$ cat config.mk
export PLATFORM = sky130hd
export DESIGN_NAME = prog_loader
export DESIGN_NICKNAME = d
export VERILOG_FILES = /design/src/rtl/proc_pkg.sv /design/src/rtl/sat_counter.sv /design/src/rtl/prog_loader.sv
export SDC_FILE = /design/constraint.sdc
export NUM_CORES = 1
export LEC_CHECK = 0
export BUFFER_PORTS_ARGS = -buffer_cell sky130_fd_sc_hd__buf_2
export CAP_MARGIN = 20
export CORE_ASPECT_RATIO = 1.5
export CORE_MARGIN = 5
export CORE_UTILIZATION = 42
export CTS_CLUSTER_DIAMETER = 80
export DETAILED_ROUTE_END_ITERATION = 8
export MAX_ROUTING_LAYER = met4
export PLACE_DENSITY = 0.77
export SLEW_MARGIN = 20
export SYNTH_ARGS = -nofsm -noshare
export SYNTH_HDL_FRONTEND = slang
export SYNTH_SLANG_ARGS = --single-unit
$ cat constraint.sdc
create_clock -name clk -period 2.6 [get_ports clk]
set_clock_uncertainty 0.2 [all_clocks]
set_input_delay 0.26 -clock clk [delete_from_list [all_inputs] [get_ports clk]]
set_output_delay 0.26 -clock clk [all_outputs]
set_load 0.03 [all_outputs]
$ cat src/rtl/proc_pkg.sv
// Definitions shared between the pipelined core and its boot/run loader:
// opcodes, loader state encoding and default geometry.
package proc_pkg;

  localparam int DEF_DATA_W    = 32;
  localparam int DEF_MEM_DEPTH = 1024;
  localparam int DEF_REG_COUNT = 32;

  localparam int OP_W = 6;
  localparam logic [OP_W-1:0] OP_ADD   = 6'd0;
  localparam logic [OP_W-1:0] OP_SUB   = 6'd1;
  localparam logic [OP_W-1:0] OP_AND   = 6'd2;
  localparam logic [OP_W-1:0] OP_OR    = 6'd3;
  localparam logic [OP_W-1:0] OP_SLT   = 6'd4;
  localparam logic [OP_W-1:0] OP_MUL   = 6'd5;
  localparam logic [OP_W-1:0] OP_LW    = 6'd8;
  localparam logic [OP_W-1:0] OP_SW    = 6'd9;
  localparam logic [OP_W-1:0] OP_ADDI  = 6'd10;
  localparam logic [OP_W-1:0] OP_SUBI  = 6'd11;
  localparam logic [OP_W-1:0] OP_SLTI  = 6'd12;
  localparam logic [OP_W-1:0] OP_BNEQZ = 6'd13;
  localparam logic [OP_W-1:0] OP_BEQZ  = 6'd14;
  localparam logic [OP_W-1:0] OP_HLT   = 6'd63;

  typedef enum logic [2:0] {
    ST_IDLE,
    ST_CLR_REG,
    ST_CLR_MEM,
    ST_LOAD,
    ST_RUN,
    ST_DONE
  } loader_state_t;

endpackage

$ cat src/rtl/sat_counter.sv
// Up-counter with synchronous clear (priority over enable) that sticks at all-ones.
module sat_counter #(
  parameter int W = 8
) (
  input  logic         clk,
  input  logic         rst_n,
  input  logic         en,
  input  logic         clr,
  output logic [W-1:0] q
);

  always_ff @(posedge clk or negedge rst_n) begin
    if (!rst_n) begin
      q <= '0;
    end else if (clr) begin
      q <= '0;
    end else if (en && (q != '1)) begin
      q <= q + W'(1);
    end
  end

endmodule

$ cat src/rtl/prog_loader.sv
// Boot and run controller: clears register file and memory, streams a program
// into memory, then runs the core until HLT or the cycle budget runs out.
//
// state      | meaning
// -----------+-----------------------------------------------------------
// ST_IDLE    | waiting for start after reset
// ST_CLR_REG | writing zero to register 0..REG_COUNT-1, one per cycle
// ST_CLR_MEM | writing zero to memory 0..MEM_DEPTH-1, one per cycle
// ST_LOAD    | accepting program words, one per handshake
// ST_RUN     | core enabled, counting run cycles
// ST_DONE    | session finished, status and counters held
module prog_loader
  import proc_pkg::*;
#(
  parameter  int DATA_W    = DEF_DATA_W,
  parameter  int MEM_DEPTH = DEF_MEM_DEPTH,
  parameter  int REG_COUNT = DEF_REG_COUNT,
  parameter  int LOAD_BASE = 0,
  parameter  int CNT_W     = 16,
  parameter  int CLEAR_EN  = 1,
  localparam int AW        = $clog2(MEM_DEPTH),
  localparam int RW        = $clog2(REG_COUNT)
) (
  input  logic              clk,
  input  logic              rst_n,
  input  logic              start,
  input  logic [CNT_W-1:0]  max_cycles,
  input  logic              ld_valid,
  output logic              ld_ready,
  input  logic [DATA_W-1:0] ld_data,
  input  logic              ld_last,
  output logic              reg_we,
  output logic [RW-1:0]     reg_addr,
  output logic [DATA_W-1:0] reg_wdata,
  output logic              mem_we,
  output logic [AW-1:0]     mem_addr,
  output logic [DATA_W-1:0] mem_wdata,
  output logic              core_run,
  input  logic              core_halted,
  output logic              done,
  output logic              timeout,
  output logic              overflow,
  output logic [CNT_W-1:0]  cycle_cnt,
  output logic [AW:0]       words_loaded
);

  localparam int CW = (AW > RW) ? AW : RW;
  localparam int LW = AW + 1;

  loader_state_t state, state_nxt;

  logic [CW-1:0] addr_cnt;
  logic          addr_en, addr_clr;
  logic          start_go, hs, at_top, budget_hit, in_run;
  logic [AW:0]   ld_addr;

  assign start_go   = start && ((state == ST_IDLE) || (state == ST_DONE));
  assign hs         = ld_valid && (state == ST_LOAD);
  assign in_run     = (state == ST_RUN);
  assign ld_addr    = LW'(LOAD_BASE) + words_loaded;
  assign at_top     = (ld_addr == LW'(MEM_DEPTH - 1));
  // Compare the post-increment count so DONE is entered on the edge that makes cycle_cnt == max_cycles.
  assign budget_hit = (max_cycles != '0) && ((cycle_cnt + CNT_W'(1)) == max_cycles);

  sat_counter #(.W(CW)) u_addr_cnt (
    .clk   (clk),
    .rst_n (rst_n),
    .en    (addr_en),
    .clr   (addr_clr),
    .q     (addr_cnt)
  );

  sat_counter #(.W(CNT_W)) u_cycle_cnt (
    .clk   (clk),
    .rst_n (rst_n),
    .en    (in_run),
    .clr   (start_go),
    .q     (cycle_cnt)
  );

  always_ff @(posedge clk or negedge rst_n) begin
    if (!rst_n) begin
      state <= ST_IDLE;
    end else begin
      state <= state_nxt;
    end
  end

  always_comb begin
    state_nxt = state;
    reg_we    = 1'b0;
    reg_addr  = '0;
    reg_wdata = '0;
    mem_we    = 1'b0;
    mem_addr  = '0;
    mem_wdata = '0;
    ld_ready  = 1'b0;
    core_run  = 1'b0;
    done      = 1'b0;
    addr_en   = 1'b0;
    addr_clr  = 1'b0;
    case (state)
      ST_IDLE, ST_DONE: begin
        done = (state == ST_DONE);
        if (start) begin
          addr_clr  = 1'b1;
          state_nxt = (CLEAR_EN != 0) ? ST_CLR_REG : ST_LOAD;
        end
      end
      ST_CLR_REG: begin
        reg_we   = 1'b1;
        reg_addr = addr_cnt[RW-1:0];
        addr_en  = 1'b1;
        if (addr_cnt == CW'(REG_COUNT - 1)) begin
          addr_clr  = 1'b1;
          state_nxt = ST_CLR_MEM;
        end
      end
      ST_CLR_MEM: begin
        mem_we   = 1'b1;
        mem_addr = addr_cnt[AW-1:0];
        addr_en  = 1'b1;
        if (addr_cnt == CW'(MEM_DEPTH - 1)) begin
          addr_clr  = 1'b1;
          state_nxt = ST_LOAD;
        end
      end
      ST_LOAD: begin
        ld_ready = 1'b1;
        if (ld_valid) begin
          mem_we    = 1'b1;
          mem_addr  = ld_addr[AW-1:0];
          mem_wdata = ld_data;
          if (ld_last || at_top) begin
            state_nxt = ST_RUN;
          end
        end
      end
      ST_RUN: begin
        core_run = 1'b1;
        if (core_halted || budget_hit) begin
          state_nxt = ST_DONE;
        end
      end
      default: state_nxt = ST_IDLE;
    endcase
  end

  always_ff @(posedge clk or negedge rst_n) begin
    if (!rst_n) begin
      words_loaded <= '0;
      timeout      <= 1'b0;
      overflow     <= 1'b0;
    end else if (start_go) begin
      words_loaded <= '0;
      timeout      <= 1'b0;
      overflow     <= 1'b0;
    end else begin
      if (hs) begin
        words_loaded <= words_loaded + LW'(1);
        // Filling the top word without a last marker ends the stream early.
        if (at_top && !ld_last) begin
          overflow <= 1'b1;
        end
      end
      if (in_run && budget_hit && !core_halted) begin
        timeout <= 1'b1;
      end
    end
  end

endmodule

==> impl_summary.log, run 1 <==
[metrics] diode insertion count for antenna repair: 0
[metrics] antenna violation net count after detailed routing: 0
[metrics] sum of negative setup slack: -179 ps
[metrics] most common library cell in the layout ignoring fill and taps: buf_2
[metrics] die width: 82.5 um
[metrics] clock tree from TritonCTS: built
[metrics] DRC violation count after routing: 0
[metrics] Max H-tree Level: 2
[metrics] failing checks: setup timing
[metrics] number of standard-cell rows in the floorplan: 39
[metrics] Filler Cells Inserted: 726
[metrics] RSZ-0062 raised after global routing: yes
[metrics] TritonRoute pass-1 iters: 4
[metrics] flops & latches, synth: 42
[metrics] number of global-route vias before repair: approximately 3300
[metrics] post-route cell area: 0.00441 mm2
[metrics] placed cell count: 660
[metrics] crit path launch type: register
[metrics] FF/Latch Area: 0.00105 mm2
[metrics] ports placed on the boundary: 167
[metrics] biggest area contributors in the synthesized netlist: dfrtp_1 (32%), and2_1 (8.1%), buf_4 (7.5%)
[metrics] portion of the post-synthesis area used by sequential elements: 0.317
[metrics] wire length of the first global-routing pass: 15900 um
[metrics] max cap viols: 0
[metrics] initial antenna violation count: 0
[metrics] Skew-Pair Late Insertion Delay: 290 ps
[metrics] final setup margin: -98.3 ps
[metrics] area growth from synthesis to layout: 33.1%
[metrics] standard cell area after detailed placement: approximately 0.0042 mm2
[metrics] actual slew at the worst max-slew pin: around 570 ps
[metrics] data required time of the worst path: 2600 ps
[metrics] Post-Syn Area: 0.00331 mm2
[metrics] part of the total power dissipated in combinational logic: 0.539
[metrics] worst max-slew margin expressed relative to the limit: 0.622
[metrics] sequential share of power: 0.297
[metrics] Yosys warning count: 0
[metrics] Post-Layout Cell Count: between 600 and 700
[metrics] dominant register cell in the synthesized netlist: dfrtp_1
[metrics] classification of the worst setup path: register to register
[metrics] kind of end point of the critical path: register
[metrics] final number of hold-violating endpoints: 0
[metrics] CTS root buf: clkbuf_16
[metrics] DPL Wire Length: 7760 um
[metrics] Max Clk Rate: 371 MHz
[metrics] Clock Sinks: 42
[metrics] number of buffer cells added on primary ports: 134
[metrics] path class of the lowest-slack min-delay path: input port to register
[metrics] effective utilization at floorplan: 0.432
[metrics] number of synthesized flops with an enable pin: 0
[metrics] share of layout cells above drive strength 1: 0.351
[metrics] unique cell type count in the Yosys netlist: 54
[metrics] Power Internal: 2.02 mW
[metrics] count of vias placed by the detailed router: 3494
[metrics] fin. max-slew vios: 0
[metrics] die height: around 120 um
[metrics] Setup Viol. Count Final: 2
[metrics] switching component of the power: 1.82 mW
[metrics] average footprint of a synthesized cell: 8.12 um2
[metrics] overall routing resource usage: 0.208
[metrics] area of the multi-input gates: around 0.0021 mm2
[metrics] Core Area: 0.00766 mm2
[metrics] cell taking the most area after synthesis: dfrtp_1
[metrics] fraction of the core area covered by cells at the end of the flow: 0.575
[metrics] largest net degree at the start of global routing: 23
[metrics] vias per cell: 5.18
[metrics] static leakage power: about 2.3 nW
[metrics] Worst Path Arrival: 2690 ps
[metrics] clk slew on worst S/H paths: approximately 70 ps
[metrics] Synth async-reset ratio: 1.00
[metrics] clock tree buffer depth: 2
[metrics] number of clock buffers inserted by TritonCTS: 5
[metrics] Max rail drop VDD: 0.625 mV
[metrics] power density of the placed cells: between 800 and 900 mW/mm2
[metrics] full die area: 0.00980 mm2
[metrics] most used cells in the layout excluding fill and tap cells: buf_2 (134), nor2_1 (48), and2_1 (43)
[metrics] RD Place Congestion: 0.896
[metrics] final worst-path cycle share: 1.04
[metrics] share of the synthesized area in the top cell type: 0.317
[metrics] final-stage net count: 628
[metrics] largest fanout on the critical path: 4
[metrics] clock network fraction of design power: 0.165
[metrics] global route overflow: 0
[metrics] Routed Wire Length: 9810 um
[metrics] status: finished with violations
[metrics] minimum clock period after layout: roughly 2700 ps
[metrics] DR iter-0 viols: 132
[metrics] routed length per instance: 14.6 um
[metrics] synthesized netlist cell count: 408
[metrics] switching power as a share of total power: 0.474
## worst paths after layout
kind                                                   start                       endpoint  slack [ps]  cells after the start
worst max-delay path            u_cycle_cnt.q[1]$_DFFE_PN0P_            timeout$_DFFE_PN0P_        -100                      8
worst min-delay path                                 ld_last           state[2]$_DFFE_PN0P_          50                      3
worst max register to register  u_cycle_cnt.q[1]$_DFFE_PN0P_            timeout$_DFFE_PN0P_        -100                      8
worst min register to register          overflow$_DFFE_PN0P_           overflow$_DFFE_PN0P_         300                      2
max in group asynchronous                              rst_n  u_cycle_cnt.q[10]$_DFFE_PN0P_        1300                      3
min in group asynchronous                              rst_n   words_loaded[10]$_DFFE_PN0P_         290                      2
## cell families after synthesis
logic type / count (synthesis) / synth area share
mux: 5 / 0.0155
flops: 42 / 0.317
fa+ha+maj: 3 / 0.0113
simple gates: 190 / 0.313
buf+inv: 57 / 0.103
compound gates: 74 / 0.144
xor+xnor: 36 / 0.0952
other cells: 1 / 0.00113
## sequential cells by signal, summed over array words and instances, names as in the netlist
| name | flops |
|---|---|
| overflow | 1 |
| state | 3 |
| timeout | 1 |
| u_addr_cnt.q | 10 |
| u_cycle_cnt.q | 16 |
| words_loaded | 11 |
## worst max-delay path, cell delays in order, from the launching register on
cell       delay, ps
dfrtp_2          430
ha_4             180
xor2_1           160
o2111ai_1        170
o21ai_1          110
a311o_1          320
a2111o_1         340
or4_4            500
o32ai_2          200
## area by class of cell
cell class	instances	area share
Clock inverter	3	0.00539
Sequential cell	42	0.239
Tap cell	102	0.0290
Clock buffer	5	0.0284
Inverter	6	0.00511
Timing Repair Buffer	176	0.225
Multi-Input combinational cell	340	0.468
## cells in the mapped netlist, types with 7 or more instances
library cell	number
xor2_1	18
clkbuf_1	14
nor2_1	49
o31ai_1	8
and2_1	43
a22oi_1	9
nand4_1	11
dfrtp_1	42
nor3_1	7
buf_4	33
nand3_1	14
nand2_1	23
a21oi_1	11
o21ai_0	29
xnor2_1	18
## power groups by stage
stage | Clock [mW] | Sequential, mW | Combinational, mW
6_report | 0.633 | 1.14 | 2.07
5_1_grt | 0.676 | 1.17 | 2.25
4_1_cts | 0.643 | 1.14 | 2.04
3_5_place_dp | 0 | 1.14 | 2.03
3_3_place_gp | 0 | 1.13 | 1.98
2_1_floorplan | 0 | 1.41 | 1.06
## timing repair
| action | in CTS | in global routing |
|---|---|---|
| endpoints found under the hold margin | 21 | 0 |
| setup endpoints to repair | 2 | 19 |
| pin swaps | 1 | 3 |
| hold buffers | 2 | 0 |
| gates resized for setup | 0 | 3 |
| buffers inserted | 2 | 2 |
## routing by layer
layer	part of all wire	GRT usage
met5	0	-
met1	0.40	0.257
met2	0.51	0.338
met4	0.018	0.0777
met3	0.073	0.0282
## metrics by stage
step	worst slack, ps	hold WS (ps)	total power [mW]
2_1_floorplan	-110	-236	2.46
3_3_place_gp	-66.9	59.1	3.12
3_5_place_dp	-93.7	61.6	3.17
4_1_cts	-101	47.5	3.82
5_1_grt	-193	56.4	4.10
6_report	-98.3	47.8	3.84
(Power assumes the default switching activity.)
==> inputs of run 2 (changes only) <==
--- a/config.mk
+++ b/config.mk
@@ -14,6 +14,7 @@
 export DETAILED_ROUTE_END_ITERATION = 8
 export MAX_ROUTING_LAYER = met4
 export PLACE_DENSITY = 0.77
+export SETUP_SLACK_MARGIN = 0.3
 export SLEW_MARGIN = 20
 export SYNTH_ARGS = -nofsm -noshare
 export SYNTH_HDL_FRONTEND = slang
==> run 2 against run 1 <==
Compared with the run above: the flow still finishes with violations (setup timing); sequential share of layout area down 0.47 points; utilization up 1.6 points; global-route usage down 0.60 points; non-clock buffer count down 4; setup slack better by 2.0 ps; first-iteration DRC count up 43%; register-to-register slack about the same; flip-flop and latch count unchanged; maximum frequency about the same; largest cell class unchanged; largest power group unchanged.
==> impl_summary.log, run 2 (synthesis results as in run 1) <==
[metrics] effective utilization at floorplan: 0.432 (unchanged)
[metrics] register bank with the most flops: u_cycle_cnt.q
[metrics] worst max-slew margin expressed relative to the limit: 0.660 (+0.0379)
[metrics] power density of the placed cells: 857 mW/mm2 (-1.7%)
[metrics] wire length of the first global-routing pass: 15600 um (-2.0%)
[metrics] ports placed on the boundary: 167 (unchanged)
[metrics] RD Place Congestion: 0.928 (+3.5%)
[metrics] number of clock buffers inserted by TritonCTS: 5 (unchanged)
[metrics] Post-Layout Cell Count: 670 (-0.59%)
[metrics] slack of the worst reg-to-reg path: -100 ps (about the same)
[metrics] clk slew on worst S/H paths: 60 ps (about the same)
[metrics] Max rail drop VDD: 0.523 mV (-16%)
[metrics] RSZ-0062 raised after global routing: yes
[metrics] full die area: 0.00980 mm2 (unchanged)
[metrics] DRC violation count after routing: 0 (unchanged)
[metrics] TritonRoute pass-1 iters: 4 (unchanged)
[metrics] antenna violation net count after detailed routing: 0 (unchanged)
[metrics] final setup margin: -96.3 ps (+2.00 ps)
[metrics] number of global-route vias before repair: 3331 (+0.060%)
[metrics] placed cell count: 648 (-1.8%)
[metrics] share of layout cells above drive strength 1: 0.375 (+0.0236)
[metrics] fin. max-slew vios: 0 (unchanged)
[metrics] clock tree from TritonCTS: built
[metrics] area growth from synthesis to layout: 36.9%
[metrics] overall routing resource usage: 0.202 (-0.00603)
[metrics] post-route cell area: 0.00453 mm2 (+2.8%)
[metrics] actual slew at the worst max-slew pin: 511 ps (-56.2 ps)
[metrics] die height: 119 um (unchanged)
[metrics] diode insertion count for antenna repair: 0 (unchanged)
[metrics] count of vias placed by the detailed router: 3546 (+1.5%)
[metrics] data required time of the worst path: 2600 ps (about the same)
[metrics] most used cells in the layout excluding fill and tap cells: buf_2 (113), nor2_1 (47), and2_1 (43)
[metrics] Max H-tree Level: 2 (unchanged)
[metrics] classification of the worst setup path: register to register
[metrics] max cap viols: 0 (unchanged)
[metrics] Filler Cells Inserted: 698 (-3.9%)
[metrics] standard cell area after detailed placement: 0.00415 mm2 (-1.2%)
[metrics] vias per cell: 5.29 (+2.1%)
[metrics] static leakage power: 2.24 nW (-1.1%)
[metrics] fraction of the core area covered by cells at the end of the flow: 0.592 (+0.0163)
[metrics] final-stage net count: 624 (-0.64%)
[metrics] DR iter-0 viols: 189 (+43%)
[metrics] routed length per instance: 15.3 um (+5.0%)
[metrics] number of buffer cells added on primary ports: 134 (unchanged)
[metrics] flip-flop count of the largest register, all copies and words added: 16 (unchanged)
[metrics] biggest registers after layout: u_cycle_cnt.q (16), words_loaded (11), u_addr_cnt.q (10)
[metrics] crit path launch type: register
[metrics] minimum clock period after layout: 2700 ps (-2.00 ps)
[metrics] global route overflow: 0 (unchanged)
[metrics] most common library cell in the layout ignoring fill and taps: buf_2
[metrics] die width: 82.5 um (unchanged)
[metrics] Setup Viol. Count Final: 2 (unchanged)
[metrics] initial antenna violation count: 0 (unchanged)
[metrics] Power Total: 3.89 mW (+1.1%)
[metrics] worst hold slack: 47.9 ps (+0.0433 ps)
[metrics] sum of negative setup slack: -172 ps (+6.24 ps)
[metrics] Max Clk Rate: 371 MHz (about the same)
[metrics] Core Area: 0.00766 mm2 (unchanged)
[metrics] Setup WS pre-CTS: -88.3 ps (+5.36 ps)
[metrics] kind of end point of the critical path: register
[metrics] status: finished with violations
[metrics] largest net degree at the start of global routing: 40 (+74%)
[metrics] Routed Wire Length: 10200 um (+4.3%)
[metrics] final worst-path cycle share: 1.04 (about the same)
[metrics] largest fanout on the critical path: 5 (+1)
[metrics] number of standard-cell rows in the floorplan: 39 (unchanged)
[metrics] path class of the lowest-slack min-delay path: input port to register
[metrics] CTS root buf: clkbuf_16
[metrics] failing checks: setup timing
[metrics] Worst Path Arrival: 2690 ps (about the same)
[metrics] DPL Wire Length: 7540 um (-2.8%)
[metrics] final number of hold-violating endpoints: 0 (unchanged)
[metrics] Clock Sinks: 42 (unchanged)
[metrics] clock tree buffer depth: 2 (unchanged)
[metrics] Skew-Pair Late Insertion Delay: 280 ps (about the same)
run 2: cell count changes in the layout (fill, tap and decap cells not counted), sizes merged:
cell / previous run / this run
buf: 174 / 148
clkbuf: 5 / 27
run 2: metal layers:
| metal | track usage | routed length (um) | vias to the layer above |
|---|---|---|---|
| met5 | - | 0 | - |
| met4 | 0.0746 | 206 | 0 |
| met3 | 0.0327 | 720 | 21 |
| met2 | 0.342 | 5430 | 164 |
| met1 | 0.233 | 3870 | 1674 |
| li1 | - | - | 1687 |
run 2: where the power goes:
group          switching [mW]  internal, mW
sequential              0.300         0.869
clock                   0.279         0.359
combinational            1.28         0.800
run 2: critical path: stages (launching register included):
cell	delay (ps)
dfrtp_2	430
ha_4	180
xor2_1	140
o2111ai_1	210
o21ai_1	130
a311o_1	290
a2111o_1	280
or4_4	560
o32ai_2	200
run 2: what timing repair did:
item | CTS | global route
pin swaps | 5 | 13
gates resized for setup | 2 | 33
hold endpoints to repair | 21 | 0
buffers inserted | 3 | 8
setup endpoints to repair | 53 | 59
cloned | 0 | 1
hold buffers | 2 | 0
run 2: final timing paths:
path | to | start | depth (start not counted)
worst max-delay path | timeout$_DFFE_PN0P_ | u_cycle_cnt.q[0]$_DFFE_PN0P_ | 8
worst min-delay path | state[2]$_DFFE_PN0P_ | ld_last | 3
worst max register to register | timeout$_DFFE_PN0P_ | u_cycle_cnt.q[0]$_DFFE_PN0P_ | 8
worst min register to register | overflow$_DFFE_PN0P_ | overflow$_DFFE_PN0P_ | 2
max in group asynchronous | state[1]$_DFFE_PN0P_ | rst_n | 3
min in group asynchronous | state[0]$_DFFE_PN0P_ | rst_n | 2
run 2: final cells by class:
class / count / area (um2) / share of cell area
well taps: 102 / 128 / 0.0282
clock inverters: 3 / 23.8 / 0.00524
inverters: 6 / 22.5 / 0.00497
flip-flops and latches: 42 / 1060 / 0.234
clock buffers: 5 / 125 / 0.0276
repair buffers: 172 / 1040 / 0.230
multi-input cells: 340 / 2130 / 0.469
